**src/rtl/clk_meter_pkg.sv**
```systemverilog
// -----------------------------------------------------------------------------
// clk_meter_pkg
//   Shared types for the divided-clock meter.
//   Contents:
//     meter_state_e  - measurement FSM state encoding
//     SYNC_MIN       - smallest synchronizer depth that is metastability-safe
// -----------------------------------------------------------------------------
package clk_meter_pkg;

  typedef enum logic [1:0] {
    WAIT_EDGE = 2'd0,  // out of reset: waiting for the first edge
    MEASURE   = 2'd1,  // publishing periods, not yet locked
    LOCKED    = 2'd2,  // LOCK_CNT consecutive matching periods seen
    STUCK     = 2'd3   // no rising edge for a full counter range
  } meter_state_e;

  localparam int SYNC_MIN = 2;

endpackage : clk_meter_pkg

```
**src/rtl/sync_rise_det.sv**
```systemverilog
// -----------------------------------------------------------------------------
// sync_rise_det
//   Brings an asynchronous level into the clk domain through a flop chain and
//   produces a one-cycle pulse on each synchronized rising edge.
//   Ports:
//     clk       in   master clock, posedge
//     rst       in   asynchronous active-low reset
//     async_in  in   asynchronous level to be sampled
//     sync_out  out  synchronized level (last chain stage)
//     rise      out  1 for the single cycle in which sync_out first reads 1
// -----------------------------------------------------------------------------
module sync_rise_det
  import clk_meter_pkg::*;
#(
  parameter int SYNC_STAGES = 2  // must be >= SYNC_MIN
) (
  input  logic clk,
  input  logic rst,
  input  logic async_in,
  output logic sync_out,
  output logic rise
);

  logic [SYNC_STAGES-1:0] sync_q;
  logic [SYNC_STAGES-1:0] sync_d;
  logic                   s_dly_q;
  logic                   s_dly_d;

  // Shift the raw input into stage 0; the extra delay flop gives edge detect.
  always_comb begin
    sync_d  = {sync_q[SYNC_STAGES-2:0], async_in};
    s_dly_d = sync_q[SYNC_STAGES-1];
  end

  always_ff @(posedge clk or negedge rst) begin
    if (!rst) begin
      sync_q  <= '0;
      s_dly_q <= 1'b0;
    end else begin
      sync_q  <= sync_d;
      s_dly_q <= s_dly_d;
    end
  end

  assign sync_out = sync_q[SYNC_STAGES-1];
  assign rise     = sync_q[SYNC_STAGES-1] & ~s_dly_q;

endmodule : sync_rise_det

```
**src/rtl/clk_div_meter.sv**
```systemverilog
// -----------------------------------------------------------------------------
// clk_div_meter
//   On-chip checker for clock dividers. Measures the period and high time of
//   div_in in clk cycles, checks the duty cycle, flags periods that differ
//   from exp_period, declares lock after LOCK_CNT consecutive matches and
//   flags a stalled divider.
//   Ports:
//     clk         in   master clock, posedge
//     rst         in   asynchronous active-low reset
//     div_in      in   divided clock under test (asynchronous)
//     exp_period  in   expected period in clk cycles (quasi-static)
//     period      out  last measured period
//     high_time   out  high samples in that period
//     meas_valid  out  1-cycle pulse when period/high_time update
//     duty_ok     out  |2*high_time - period| <= 1 for the last measurement
//     mismatch    out  1-cycle pulse when a measured period != exp_period
//     locked      out  LOCK_CNT consecutive matching periods
//     stuck       out  no rising edge for 2**CNT_W-1 cycles
// -----------------------------------------------------------------------------
module clk_div_meter
  import clk_meter_pkg::*;
#(
  parameter int CNT_W       = 8,
  parameter int LOCK_CNT    = 4,
  parameter int SYNC_STAGES = 2
) (
  input  logic             clk,
  input  logic             rst,
  input  logic             div_in,
  input  logic [CNT_W-1:0] exp_period,
  output logic [CNT_W-1:0] period,
  output logic [CNT_W-1:0] high_time,
  output logic             meas_valid,
  output logic             duty_ok,
  output logic             mismatch,
  output logic             locked,
  output logic             stuck
);

  localparam int               MC_W     = $clog2(LOCK_CNT + 1);
  localparam logic [MC_W-1:0]  LOCK_VAL = MC_W'(LOCK_CNT);
  localparam logic [CNT_W-1:0] CNT_MAX  = '1;

  // ---------------------------------------------------------------------------
  // Synchronizer and edge detect
  // ---------------------------------------------------------------------------
  logic s;
  logic rise;

  sync_rise_det #(
    .SYNC_STAGES (SYNC_STAGES)
  ) u_sync (
    .clk      (clk),
    .rst      (rst),
    .async_in (div_in),
    .sync_out (s),
    .rise     (rise)
  );

  // ---------------------------------------------------------------------------
  // State
  // ---------------------------------------------------------------------------
  meter_state_e     state_q,      state_d;
  logic [CNT_W-1:0] cyc_cnt_q,    cyc_cnt_d;
  logic [CNT_W-1:0] hi_cnt_q,     hi_cnt_d;
  logic [CNT_W-1:0] period_q,     period_d;
  logic [CNT_W-1:0] high_time_q,  high_time_d;
  logic             meas_valid_q, meas_valid_d;
  logic             duty_ok_q,    duty_ok_d;
  logic             mismatch_q,   mismatch_d;
  logic             locked_q,     locked_d;
  logic             stuck_q,      stuck_d;
  logic [MC_W-1:0]  match_cnt_q,  match_cnt_d;

  // ---------------------------------------------------------------------------
  // Free-running period / high-time counters
  // ---------------------------------------------------------------------------
  logic cyc_sat;
  logic hi_sat;

  always_comb begin
    cyc_sat = (cyc_cnt_q == CNT_MAX);
    hi_sat  = (hi_cnt_q == CNT_MAX);

    // The rise cycle is the first cycle of the new period, so it counts as 1.
    if (rise) begin
      cyc_cnt_d = CNT_W'(1);
    end else if (cyc_sat) begin
      cyc_cnt_d = cyc_cnt_q;
    end else begin
      cyc_cnt_d = cyc_cnt_q + 1'b1;
    end

    // s is always high in the rise cycle, so that sample opens the high count;
    // high_time then equals the number of high samples in the period.
    if (rise) begin
      hi_cnt_d = CNT_W'(1);
    end else if (s && !hi_sat) begin
      hi_cnt_d = hi_cnt_q + 1'b1;
    end else begin
      hi_cnt_d = hi_cnt_q;
    end
  end

  // ---------------------------------------------------------------------------
  // Duty and period comparison on the counts about to be captured
  // ---------------------------------------------------------------------------
  logic [CNT_W:0] twice_hi;
  logic [CNT_W:0] per_ext;
  logic [CNT_W:0] duty_diff;
  logic           duty_now;
  logic           period_match;

  always_comb begin
    // One extra bit so 2*hi_cnt cannot overflow.
    twice_hi  = {hi_cnt_q, 1'b0};
    per_ext   = {1'b0, cyc_cnt_q};
    duty_diff = (twice_hi >= per_ext) ? (twice_hi - per_ext) : (per_ext - twice_hi);
    duty_now  = (duty_diff <= (CNT_W + 1)'(1));
    // A zero expectation is treated as "no valid target": it never matches.
    period_match = (cyc_cnt_q == exp_period) && (exp_period != '0);
  end

  // ---------------------------------------------------------------------------
  // FSM next-state and output computation
  // ---------------------------------------------------------------------------
  always_comb begin
    state_d      = state_q;
    period_d     = period_q;
    high_time_d  = high_time_q;
    meas_valid_d = 1'b0;
    duty_ok_d    = duty_ok_q;
    mismatch_d   = 1'b0;
    locked_d     = locked_q;
    stuck_d      = stuck_q;
    match_cnt_d  = match_cnt_q;

    unique case (state_q)
      WAIT_EDGE: begin
        // The period in flight at reset release is partial: discard it.
        if (rise) begin
          state_d = MEASURE;
        end else if (cyc_sat) begin
          state_d     = STUCK;
          stuck_d     = 1'b1;
          locked_d    = 1'b0;
          match_cnt_d = '0;
        end
      end

      MEASURE, LOCKED: begin
        // A rise in the saturation cycle still counts as a valid edge.
        if (rise) begin
          period_d     = cyc_cnt_q;
          high_time_d  = hi_cnt_q;
          meas_valid_d = 1'b1;
          duty_ok_d    = duty_now;
          if (period_match) begin
            match_cnt_d = (match_cnt_q == LOCK_VAL) ? LOCK_VAL : match_cnt_q + 1'b1;
            if (match_cnt_d == LOCK_VAL) begin
              state_d  = LOCKED;
              locked_d = 1'b1;
            end
          end else begin
            match_cnt_d = '0;
            mismatch_d  = 1'b1;
            locked_d    = 1'b0;
            state_d     = MEASURE;
          end
        end else if (cyc_sat) begin
          state_d     = STUCK;
          stuck_d     = 1'b1;
          locked_d    = 1'b0;
          match_cnt_d = '0;
        end
      end

      STUCK: begin
        // This edge only restarts the period counter; nothing is published.
        if (rise) begin
          state_d = MEASURE;
          stuck_d = 1'b0;
        end
      end

      default: begin
        state_d = WAIT_EDGE;
      end
    endcase
  end

  // ---------------------------------------------------------------------------
  // Registers
  // ---------------------------------------------------------------------------
  always_ff @(posedge clk or negedge rst) begin
    if (!rst) begin
      state_q      <= WAIT_EDGE;
      cyc_cnt_q    <= '0;
      hi_cnt_q     <= '0;
      period_q     <= '0;
      high_time_q  <= '0;
      meas_valid_q <= 1'b0;
      duty_ok_q    <= 1'b0;
      mismatch_q   <= 1'b0;
      locked_q     <= 1'b0;
      stuck_q      <= 1'b0;
      match_cnt_q  <= '0;
    end else begin
      state_q      <= state_d;
      cyc_cnt_q    <= cyc_cnt_d;
      hi_cnt_q     <= hi_cnt_d;
      period_q     <= period_d;
      high_time_q  <= high_time_d;
      meas_valid_q <= meas_valid_d;
      duty_ok_q    <= duty_ok_d;
      mismatch_q   <= mismatch_d;
      locked_q     <= locked_d;
      stuck_q      <= stuck_d;
      match_cnt_q  <= match_cnt_d;
    end
  end

  assign period     = period_q;
  assign high_time  = high_time_q;
  assign meas_valid = meas_valid_q;
  assign duty_ok    = duty_ok_q;
  assign mismatch   = mismatch_q;
  assign locked     = locked_q;
  assign stuck      = stuck_q;

endmodule : clk_div_meter
```
**config.mk**
```make
export PLATFORM = sky130hd
export DESIGN_NAME = clk_div_meter
export DESIGN_NICKNAME = d
export VERILOG_FILES = /design/src/rtl/clk_meter_pkg.sv /design/src/rtl/sync_rise_det.sv /design/src/rtl/clk_div_meter.sv
export SDC_FILE = /design/constraint.sdc
export NUM_CORES = 1
export LEC_CHECK = 0
export ABC_AREA = 1
export CORE_MARGIN = 3
export CORE_UTILIZATION = 25
export CTS_CLUSTER_SIZE = 14
export DETAILED_ROUTE_END_ITERATION = 10
export GPL_ROUTABILITY_DRIVEN = 1
export PLACE_DENSITY = 0.41
export SYNTH_ARGS = -nofsm -noshare
export SYNTH_HDL_FRONTEND = slang
export SYNTH_SLANG_ARGS = --single-unit
```
**constraint.sdc**
```tcl
create_clock -name clk -period 2.7 [get_ports clk]
set_clock_uncertainty 0.05 [all_clocks]
set_input_delay 0.405 -clock clk [delete_from_list [all_inputs] [get_ports clk]]
set_output_delay 0.405 -clock clk [all_outputs]
set_load 0.02 [all_outputs]
```
==> results list, run 1 <==
- Number of global-route vias before repair: 2804
- CP required: approximately 2.9 ns
* Final Net Count: 502
* Highest signal layer in the routed design: met4
- Detail-routed via count per cell: approximately 4.4
- Max-cap violations: 0
- RD Place Congestion: approximately 0.87
* Maximum root-to-sink buffer count: 2
- The tightest hold path in the finished design has a slack of approximately 0.015 ns.
- Tracing the worst setup path back leads to its startpoint at cyc_cnt_q[1].
- Post-cts hold buffer count: 0
* Post-DP HPWL: between 6000 and 7000 µm
* Critical path class: register to register
* Slack of the worst reg-to-reg path: around 0.38 ns
* Synth-to-Final Area Change: 21.46%
- Core area: 0.01166 mm²
* Die area: 0.01353 mm²
- Most frequent cells in the layout: nand2_1 (137), inv_1 (66), dfrtp_1 (45)
- Root Buffer Master: clkbuf_16
- During synthesis, Yosys emitted a total of 0 warnings.
- Derived from the worst setup path, the maximum achievable clock frequency is 430.6 MHz.
- Synthesis instantiated 34 different standard cells from the library.
- Kind of launch point of the worst setup path: register
- In this run the tightest slew margin relative to its limit is between 50 and 60%.
* Global-route wire length before repair: between 10000 and 15000 µm
* Ant diodes: 0
- Counting I/O delays and the setup requirement, the final critical path takes 2.322 ns.
- Leak: 1.864 nW
* Total wirelength of the detailed-routed design: 8501 µm
* Metal3 WL: 174 µm
- Dividing the synthesized area by the synthesized cell count gives 7.044 µm².
- Post-CTS repair changed the size of 0 cells.
- The share of the Yosys chip area taken by registers is approximately 37%.
- Clock Sinks: 45
- Number of fill cells: between 1000 and 1500
- The worst register-to-register path has a depth of 12.
- The flow ran to the end, and the final reports show no timing, DRC or antenna violations.
- The count of nets left with antenna violations once routing finished came out at 0.
* Worst path cell trace: inv_1 -> ha_1 -> fa_1 -> inv_1 -> nor2_1 -> nor2_2 -> nand2_2 -> a21oi_2 -> nand2_1 -> nand2_1 -> nand3_1 -> o21ai_1
- Counting buffers and inverters, the worst setup path is 12 cells deep.
- The detailed router put a total of 4234 µm of wire on met1.
* Antenna violations before repair: 0
* Final Cycle Share: 86.01%
* Net count after synthesis: between 400 and 500
- The worst register-to-register path begins at cyc_cnt_q[1].
- Setup violations remaining at the end of the flow were counted as 0.
- After the flow finishes, the layout carries non-filler instances totaling 612.
* Maximum fanout encountered on the critical timing path: 5
- Worst Setup Slack post-DPL: a little over 0.4 ns
- Total area of sequential cells: 0.001126 mm²
- # port buffers: 31
- Overflow left after global routing: 0
- Top-level port count: 32
- Of all cell types, the one taking the most synthesized area is dfrtp_1.
* Post-layout power: around 3.4 mW
- Entering global routing, the biggest net connects 29 pins.
- In this run the biggest area consumer among cell types represents 37.01% of the synthesized area.
* Number of detailed-route iterations in the first pass: 4
- Hold Crit Class: input port to async pin
- Average wire per standard cell: 13.89 µm
- Instance count of the mapped netlist: 432
* Post-synth design cell area: between 0.003 and 0.004 mm²
- After detailed placement, the design holds a cell count of between 600 and 700.
* Chip Height: 116.3 µm
* Summed negative setup slack over all endpoints: 0 ns
- The cell family contributing the most delay on the critical path is adder cells.
- For the pin with the worst max-slew slack, the measured transition is 0.6250 ns.
- Cells with a size suffix above 1 make up about 7.5% of the layout.
* TritonCTS clock tree: yes
- The count of final hold-check violations was 0.
- Multi-input gate area in the final layout: 0.001618 mm²
* Most frequent standard cell in the layout excluding fill and tap cells: nand2_1
- Endpoint of the most critical setup path: duty_ok
* Critical-path cell with the highest stage delay: dfrtp_1
* Met2 WL: around 4000 µm
- In this design, the stage delay of the slowest critical-path cell is ~0.45 ns.
- After floorplanning, the core was divided into 39 placement rows.
* Unrepaired setup endpoints after global routing: false
- Starting density of the core: 26.09%
- Post-CTS setup buffer count: 0
- In this run, CTS created clock tree buffers numbering 5.
- STA classifies the critical path endpoint as a register.
- In this run, the number of DRC markers left after iteration 0 of detailed routing was between 90 and 100.
* Total GRT Usage: 13.39%
* Final Max Slew Viols: 0
- The die is ~120 µm wide.
* Pwr Density: just over 900 mW/mm²
- Buffering stage count on the worst path with inverters included: 2
- Clk Latency, worst-skew pair: 0.29 ns
- After detailed routing, the number of remaining DRC violations is 0.
- The endpoint identified for the worst register-to-register timing path is duty_ok.
- Total via count in the routed design: 2714
* Final Worst Setup Slack: 0.3778 ns
* Arrival time of data at the critical path endpoint: roughly 2.5 ns
- Biggest area contributors in the synthesized netlist: dfrtp_1 (37%), nand2_1 (17%), ha_1 (8.6%), inv_1 (8.1%), o21ai_0 (5.8%)
- The clock tree synthesis step divided the H-tree into 2 levels.
- Across the VDD grid, the largest voltage drop is approximately 220 µV.
- Synthesis inferred between 40 and 50 register bits.
- Post-CTS clock slew at the launch and capture registers of the worst setup and hold paths: 0.06 ns
cell families after synthesis:
family | Yosys count | share of synthesized area (%)
adder cells (fa/ha/maj) | 23 | 9.951
AO/OA/AOI/OAI | 64 | 11.10
buffers and inverters | 77 | 9.827
flip-flops | 45 | 37.01
XOR/XNOR | 3 | 0.8636
AND/OR/NAND/NOR | 220 | 31.25
worst min-delay path by stage:
stage	slack (ns)	to	from
final	0.02	match_cnt_q[0]	rst
after global routing	0.05	match_cnt_q[0]	rst
after CTS	0.03	match_cnt_q[0]	rst
after detailed placement	0.29	u_sync.sync_q[1]	u_sync.sync_q[0]
after global placement	0.28	u_sync.sync_q[1]	u_sync.sync_q[0]
after floorplan	0.06	cyc_cnt_q[0]	rst
metal layers:
metal | GRT usage (%) | up-vias
li1 | - | 1440
met1 | 17.94 | 1244
met2 | 22.39 | 26
met3 | 2.280 | 4
met4 | 3.480 | 0
met5 | 0 | -
area by class of cell:
cell class / count / area share, %
Inverter: 70 / 7.109
Clock buffer: 6 / 3.487
Timing Repair Buffer: 36 / 9.276
Tap cell: 143 / 4.841
Multi-Input combinational cell: 310 / 43.77
Clock inverter: 2 / 1.049
Sequential cell: 45 / 30.47
flip-flops by register name, indices dropped and copies added (netlist names), 2 cells and up:
register       count
cyc_cnt_q          8
period             8
u_sync.sync_q      2
high_time          8
hi_cnt_q           8
match_cnt_q        3
state_q            2
stage by stage:
stage / area, µm² / utilization (%)
after floorplan: 3043 / -
after global placement: 3528 / 30.25
after detailed placement: 3528 / 30.25
after CTS: 3696 / 31.69
after global routing: 3696 / 31.69
final: 3696 / 31.69
worst reg2reg max path, stage by stage, from the launching register on:
cell	delay, ns
dfrtp_1	0.45
inv_1	0.12
ha_1	0.25
fa_1	0.42
inv_1	0.13
nor2_1	0.07
nor2_2	0.11
nand2_2	0.09
a21oi_2	0.22
nand2_1	0.08
nand2_1	0.08
nand3_1	0.07
o21ai_1	0.12
power by group:
part	internal (mW)	switching, mW	leakage, nW
logic	0.666	1.10	1.19
registers	0.797	0.124	0.598
clock network	0.439	0.277	0.0810
total	1.90	1.50	1.86
cells in the mapped netlist (all sizes together):
master,number
fa,2
a22oi,1
xnor2,1
or2,2
a31oi,3
nor3,4
clkbuf,4
o221ai,1
nand4,6
and2,1
o22ai,3
nor2,34
nand3b,2
nand3,24
nor4,2
xor2,2
buf,3
a21oi,20
inv,70
o21ai,36
ha,21
nand2,145
dfrtp,45
Power figures use the tool's default switching activity.
==> run 2: changes to the inputs <==
CTS_BUF_LIST = sky130_fd_sc_hd__clkbuf_16   (was not set)
TNS_END_PERCENT = 50   (was not set)
==> run 2 against run 1 <==
Compared with the run above:
- sequential share of layout area unchanged
- clock power down 0.6%
- clock-buffer cell count down 1
- global-route usage unchanged
- critical path depth unchanged
- non-clock buffer count unchanged
- die area unchanged
- highest routed layer unchanged
- register-to-register slack about the same
- worst hold slack about the same
==> results list, run 2 (synthesis results as in run 1) <==
- The number of resized instances in the post-cts repair step came to 0 (unchanged).
* Maximum achievable frequency: 430.6 MHz (unchanged)
- Switching component of the power: 1.501 mW (about the same)
- The cell row count was 39 (unchanged).
- RD Place Congestion: 0.8651 (unchanged)
- Clock Sinks: 45 (unchanged)
- In the layout the commonest cells are nand2_1 (137), inv_1 (67), dfrtp_1 (45).
* Internal power: 1.899 mW (-0.20%)
- Final Net Count: 502 (unchanged)
* Worst Setup Slack post-DPL: 0.4044 ns (unchanged)
* Total wirelength of the detailed-routed design: 8501 µm (unchanged)
- Walking the worst path, the cells encountered are inv_1 -> ha_1 -> fa_1 -> inv_1 -> nor2_1 -> nor2_2 -> nand2_2 -> a21oi_2 -> nand2_1 -> nand2_1 -> nand3_1 -> o21ai_1.
- The count of endpoints failing setup in the final report came to 0 (unchanged).
- TritonCTS clock tree: yes
- The sequential share of power was 27.1% (about the same).
- The full die area was 0.01353 mm² (unchanged).
- Total via count in the routed design: 2714 (unchanged)
- Antenna violations before repair: 0 (unchanged)
- Share of final-layout standard cells stronger than drive strength 1: 7.463% (unchanged)
* Portion of total power attributed to combinational logic: 51.9% (about the same)
- Maximum fanout encountered on the critical timing path: 5 (unchanged)
- The number of buffers inserted for hold repair after clock tree synthesis was 0 (unchanged).
- The number of optimization iterations in the first detailed-route pass came to 4 (unchanged).
- CP required: 2.87 ns (about the same)
- The worst-case setup margin in the final layout came to 0.3778 ns (unchanged).
* # placed instances: 604 (unchanged)
- The part of the total power dissipated in the clock network was 21.0% (about the same).
- Run status: complete, no violations
- Critical path class: register to register
- Overflow left after global routing: 0 (unchanged)
* Maximum level of the CTS H-tree: 2 (unchanged)
- The worst-skew pair later-pin latency was 0.29 ns (about the same).
* Cell count of the worst reg-to-reg path: 12 (unchanged)
- Synth-to-Final Area Change: 21.46% (unchanged)
* Total GRT Usage: 13.39% (unchanged)
- Max-cap violations: 0 (unchanged)
* Critical-path cell with the highest stage delay: dfrtp_1
* Arrival time of data at the critical path endpoint: 2.49 ns (about the same)
* Number of failing hold endpoints at the final stage: 0 (unchanged)
* Unrepaired setup endpoints after global routing: false
- Count of placed standard cells in the final layout, fillers left out: 612 (unchanged)
* Number of fill cells: 1259 (unchanged)
- Number of clock buffers inserted by TritonCTS: 5 (unchanged)
- Final min period: 2.322 ns (unchanged)
- Final Max Slew Viols: 0 (unchanged)
- The transition time at the pin with the least slew margin is 0.6250 ns (+0.000001371 ns).
- The pin count of the biggest net entering global routing was 29 (unchanged).
- Average wire per standard cell: 13.89 µm (unchanged)
- The aggregate negative setup slack was 0 ns (unchanged).
- Detail-routed via count per cell: 4.435 (unchanged)
- DRT antenna net count: 0 (unchanged)
- Leaving out fill and tap cells, the most frequent cell in the layout is nand2_1.
- The maximum single-stage delay on the critical path came to 0.45 ns (about the same).
- The static leakage power came to 1.868 nW (+0.22%).
* Core area: 0.01166 mm² (unchanged)
- Pwr Density: 919.7 mW/mm² (-0.11%)
* Detailed Route Iter0 Violations: 92 (unchanged)
- Launch point of the worst reg-to-reg path: cyc_cnt_q[1]
- Net switching fraction of the power: 44.14% (+0.052 points)
- The boundary pin count is 32 (unchanged).
- The count of inserted antenna diode cells was 0 (unchanged).
* Slack of the worst reg-to-reg path: 0.38 ns (about the same)
- Peak supply drop: 219.3 µV (about the same)
* Detailed-route DRC error count: 0 (unchanged)
- Post-DP HPWL: 6690 µm (unchanged)
- The worst setup path is captured at a register.
- Post-route core utilization: 31.69% (unchanged)
- Chip Height: 116.3 µm (unchanged)
* Global-route wire length before repair: 14010 µm (unchanged)
* Hold Crit Class: input port to async pin
- Final Cycle Share: 86.01% (unchanged)
- The post-CTS setup buffer count was 0 (unchanged).
- Reg-to-reg critical path endpoint: duty_ok
- The effective utilization at floorplan was 26.09% (unchanged).
- Maximum root-to-sink buffer count: 2 (unchanged)
* Kind of launch point of the worst setup path: register
* Post-CTS clock slew at the launch and capture registers of the worst setup and hold paths: 0.06 ns (about the same)
- The width of the chip came to 116.3 µm (unchanged).
* Root Buffer Master: clkbuf_16
- # port buffers: 31 (unchanged)
- The number of global-route vias before repair is 2804 (unchanged).
* Relative slew margins: 58.29% (about the same)
==> run 2: cell types whose count changed in the layout (fill, tap and decap cells not counted) <==
cell,before,now
inv_1,66,67
clkbuf_1,1,0
==> run 2: layout make-up <==
cell class / instances / area, µm² / share of cell area (%)
repair buffers: 36 / 342.8 / 9.276
clock buffers: 5 / 125.1 / 3.385
inverters: 70 / 262.8 / 7.109
well taps: 143 / 178.9 / 4.841
multi-input cells: 310 / 1618 / 43.77
clock inverters: 3 / 42.54 / 1.151
flip-flops and latches: 45 / 1126 / 30.47
==> run 2: critical path: cells and delay by family (launching register included) <==
family | cells | cell delay (ns)
flops | 1 | 0.45
simple gates | 6 | 0.50
fa+ha+maj | 2 | 0.66
buf+inv | 2 | 0.25
compound gates | 2 | 0.34
==> run 2: routing by layer <==
metal | vias up | global-route usage, % | wire length [µm]
li1 | 1440 | - | -
met1 | 1244 | 17.94 | 4234
met2 | 26 | 22.39 | 4024
met3 | 4 | 2.280 | 174
met4 | 0 | 3.480 | 68
met5 | - | 0 | 0
==> run 2: power groups by stage <==
stage                     sequential [mW]  clock [mW]  combinational, mW
after floorplan                     0.992           0               1.20
after global placement              0.931           0               1.78
after detailed placement            0.935           0               1.77
after CTS                           0.923       0.739               1.78
after global routing                0.944       0.760               2.04
final                               0.921       0.713               1.76
==> run 2: per-stage QoR <==
stage,instance area (µm²),power [mW],hold slack (ns)
after floorplan,3043,2.194,0.05941
after global placement,3528,2.711,0.2825
after detailed placement,3528,2.708,0.2894
after CTS,3696,3.442,0.02954
after global routing,3696,3.748,0.04795
final,3696,3.399,0.01534
==> run 2: worst max-delay path by stage <==
stage | startpoint | endpoint | slack, ns | cells after the start
2_1_floorplan | cyc_cnt_q[1] | duty_ok | 0.63 | 13
4_1_cts | cyc_cnt_q[1] | duty_ok | 0.38 | 13
3_5_place_dp | cyc_cnt_q[1] | duty_ok | 0.40 | 13
5_1_grt | cyc_cnt_q[1] | duty_ok | 0.09 | 12
3_3_place_gp | cyc_cnt_q[1] | duty_ok | 0.49 | 13
6_report | cyc_cnt_q[1] | duty_ok | 0.38 | 12
==> variant (flow settings as in run 2) <==
Reset style: synchronous (`rst`), changed in 2 clocked blocks. Comments in the files are not updated.
--- a/src/rtl/sync_rise_det.sv
+++ b/src/rtl/sync_rise_det.sv
@@ -32,7 +32,7 @@
     s_dly_d = sync_q[SYNC_STAGES-1];
   end
 
-  always_ff @(posedge clk or negedge rst) begin
+  always_ff @(posedge clk) begin
     if (!rst) begin
       sync_q  <= '0;
       s_dly_q <= 1'b0;
--- a/src/rtl/clk_div_meter.sv
+++ b/src/rtl/clk_div_meter.sv
@@ -192,7 +192,7 @@
   // ---------------------------------------------------------------------------
   // Registers
   // ---------------------------------------------------------------------------
-  always_ff @(posedge clk or negedge rst) begin
+  always_ff @(posedge clk) begin
     if (!rst) begin
       state_q      <= WAIT_EDGE;
       cyc_cnt_q    <= '0;
Behaviour: differs if rst is asserted again (counterexample within 10 cycles, from zero or initial values and one cycle with rst low); with rst held inactive, the same outputs for 10 cycles.
==> variant against run 2 <==
- fmax is 0.21% higher
- worst setup slack improved by 4.8 ps
- area after synthesis decreased by 4.4%
- sequential cell count is the same
- routed wire length down 3.4%
- final area decreased by 3.8%
- cell count is 0.16% lower
- critical path type unchanged
- highest routed layer unchanged
Power is not compared: it rests on default switching activity, and its combinational part moved more than twofold at a synthesized area within 25%.
==> variant: results (changes against run 2) <==
| Metric | Value |
|---|---|
| Clock-pin slew on the worst setup and hold paths | 60 ps (about the same) |
| Area of placed instances | 3420 µm² (-3.1%) |
| Gr usage total | 13.4% (-0.033 points) |
| Register area share after synthesis | 31.0% (-6.1 points) |
| Setup WS pre-CTS | 387 ps (-17.1 ps) |
| Met3 Use GR | 1.75% (-0.53 points) |
| Outcome | finished clean |
| Worst path slowest cell | fa_1 |
| Hold Crit Start | u_sync.sync_q[0] |
| Synth unique cells | 34 (unchanged) |
| R2R setup slack | 380 ps |
| Number of antenna violations at the first check in global routing | 0 (unchanged) |
| Min Hold Slack | 372 ps (+356 ps) |
| Main synth FF type | dfxtp_1 |
| Via density | 4.46 (+0.68%) |
| CP max stage delay | about 440 ps |
| Crit Reg-Reg Endpoint | duty_ok |
| Port bufs | 31 (unchanged) |
| Commonest cells in the netlist | nand2_1, inv_1, dfxtp_1, a21oi_1, o21ai_0 |
| R2R Path Start | cyc_cnt_q[1] |
| Net Sw Power | between 400 and 500 µW |
| Register-to-Register Path Depth | 15 (+3) |
| Yosys warns | 0 (unchanged) |
| Largest net degree at the start of global routing | 32 (+10%) |
| Total CTS buffers | 5 (unchanged) |
| Met1 usage | 19.6% (+1.6 points) |
| Fmax | 432 MHz (+0.21%) |
| Vias in the first global route | 2681 (-4.4%) |
| Worst hold path depth | 2 |
| Leakage power | 1.62 nW |
| Met2 Usage GRT | 20.6% (-1.8 points) |
| Final net count | 505 (+0.60%) |
| Post-synth ARST share | 0% (-100 points) |
| WL final | 8.21 mm (-3.4%) |
| Fraction of layout cells with a size suffix above 1 | 9.34% (+1.9 points) |
| Worst Tran Pin Value | 435 ps (-190 ps) |
| # Post-CTS Setup Buffers | 0 (unchanged) |
| Synth top area cells | dfxtp_1, nand2_1, ha_1, a21oi_1, inv_1 |
| Multi-input gate area | 1730 µm² (+6.8%) |
| DRT Pass-1 Iters | 4 (unchanged) |
| Fill count | 1234 (-2.0%) |
| Routed len/inst | 13.4 µm (-3.3%) |
| Hold Crit Class | flip-flop to flip-flop |
| Initial DRC Count | 137 (+49%) |
| Hpwl dp | 6.62 mm (-1.0%) |
| Syn_area_per_cell | 6.74 µm² (-4.4%) |
| Crit path DAT | 2450 ps (-40 ps) |
| First-pass GRT wire length | 13.8 mm (-1.4%) |
| Dpl cells | 603 (-0.17%) |
| CP max FO | 5 (unchanged) |
| GPL Wtd Cong | 0.834 (-3.6%) |
| CP top delay family | adder cells |
| Root Buffer Master | clkbuf_16 |
| Net Count, Synth | 467 (+0.21%) |
## variant: changes by cell type after synthesis, sizes merged, moves of 6 or more
| cell | run 2 | this run |
|---|---|---|
| dfxtp | 0 | 45 |
| a21oi | 20 | 44 |
| dfrtp | 45 | 0 |
| nand2 | 145 | 112 |
| xor2 | 2 | 9 |
| nand3 | 24 | 30 |
## variant: kinds of logic after synthesis
| group | after synthesis | synth area share, % |
|---|---|---|
| flip-flops | 45 | 31.0 |
| XOR/XNOR | 11 | 3.31 |
| AND/OR/NAND/NOR | 197 | 30.4 |
| buffers and inverters | 74 | 9.67 |
| AO/OA/AOI/OAI | 81 | 14.8 |
| adder cells (fa/ha/maj) | 24 | 10.8 |
## variant: power by group through the flow
stage	Sequential, mW	Clock (mW)	Combinational [mW]
3_5_place_dp	0.701	0	0.290
5_1_grt	0.688	0.657	0.331
4_1_cts	0.686	0.626	0.291
2_1_floorplan	0.702	0	0.201
3_3_place_gp	0.701	0	0.288
6_report	0.686	0.600	0.288
## variant: cell type report
cell class / count / area share, %
Clock buffer: 5 / 3.52
Clock inverter: 3 / 0.387
Inverter: 67 / 7.07
Multi-Input combinational cell: 313 / 48.6
Sequential cell: 45 / 25.3
Tap cell: 140 / 4.92
Timing Repair Buffer: 38 / 10.2
## variant: worst max-delay path by stage
stage,from,slack (ps),to
after floorplan,cyc_cnt_q[1],580,duty_ok
after global placement,cyc_cnt_q[1],450,duty_ok
after detailed placement,cyc_cnt_q[1],390,duty_ok
after CTS,cyc_cnt_q[1],370,duty_ok
after global routing,cyc_cnt_q[1],130,duty_ok
final,cyc_cnt_q[1],380,duty_ok
## variant: routing by layer
metal,up-vias,share of wire (%)
li1,1465,-
met1,1217,52
met2,37,44
met3,9,2.8
met4,0,1.3
met5,-,0
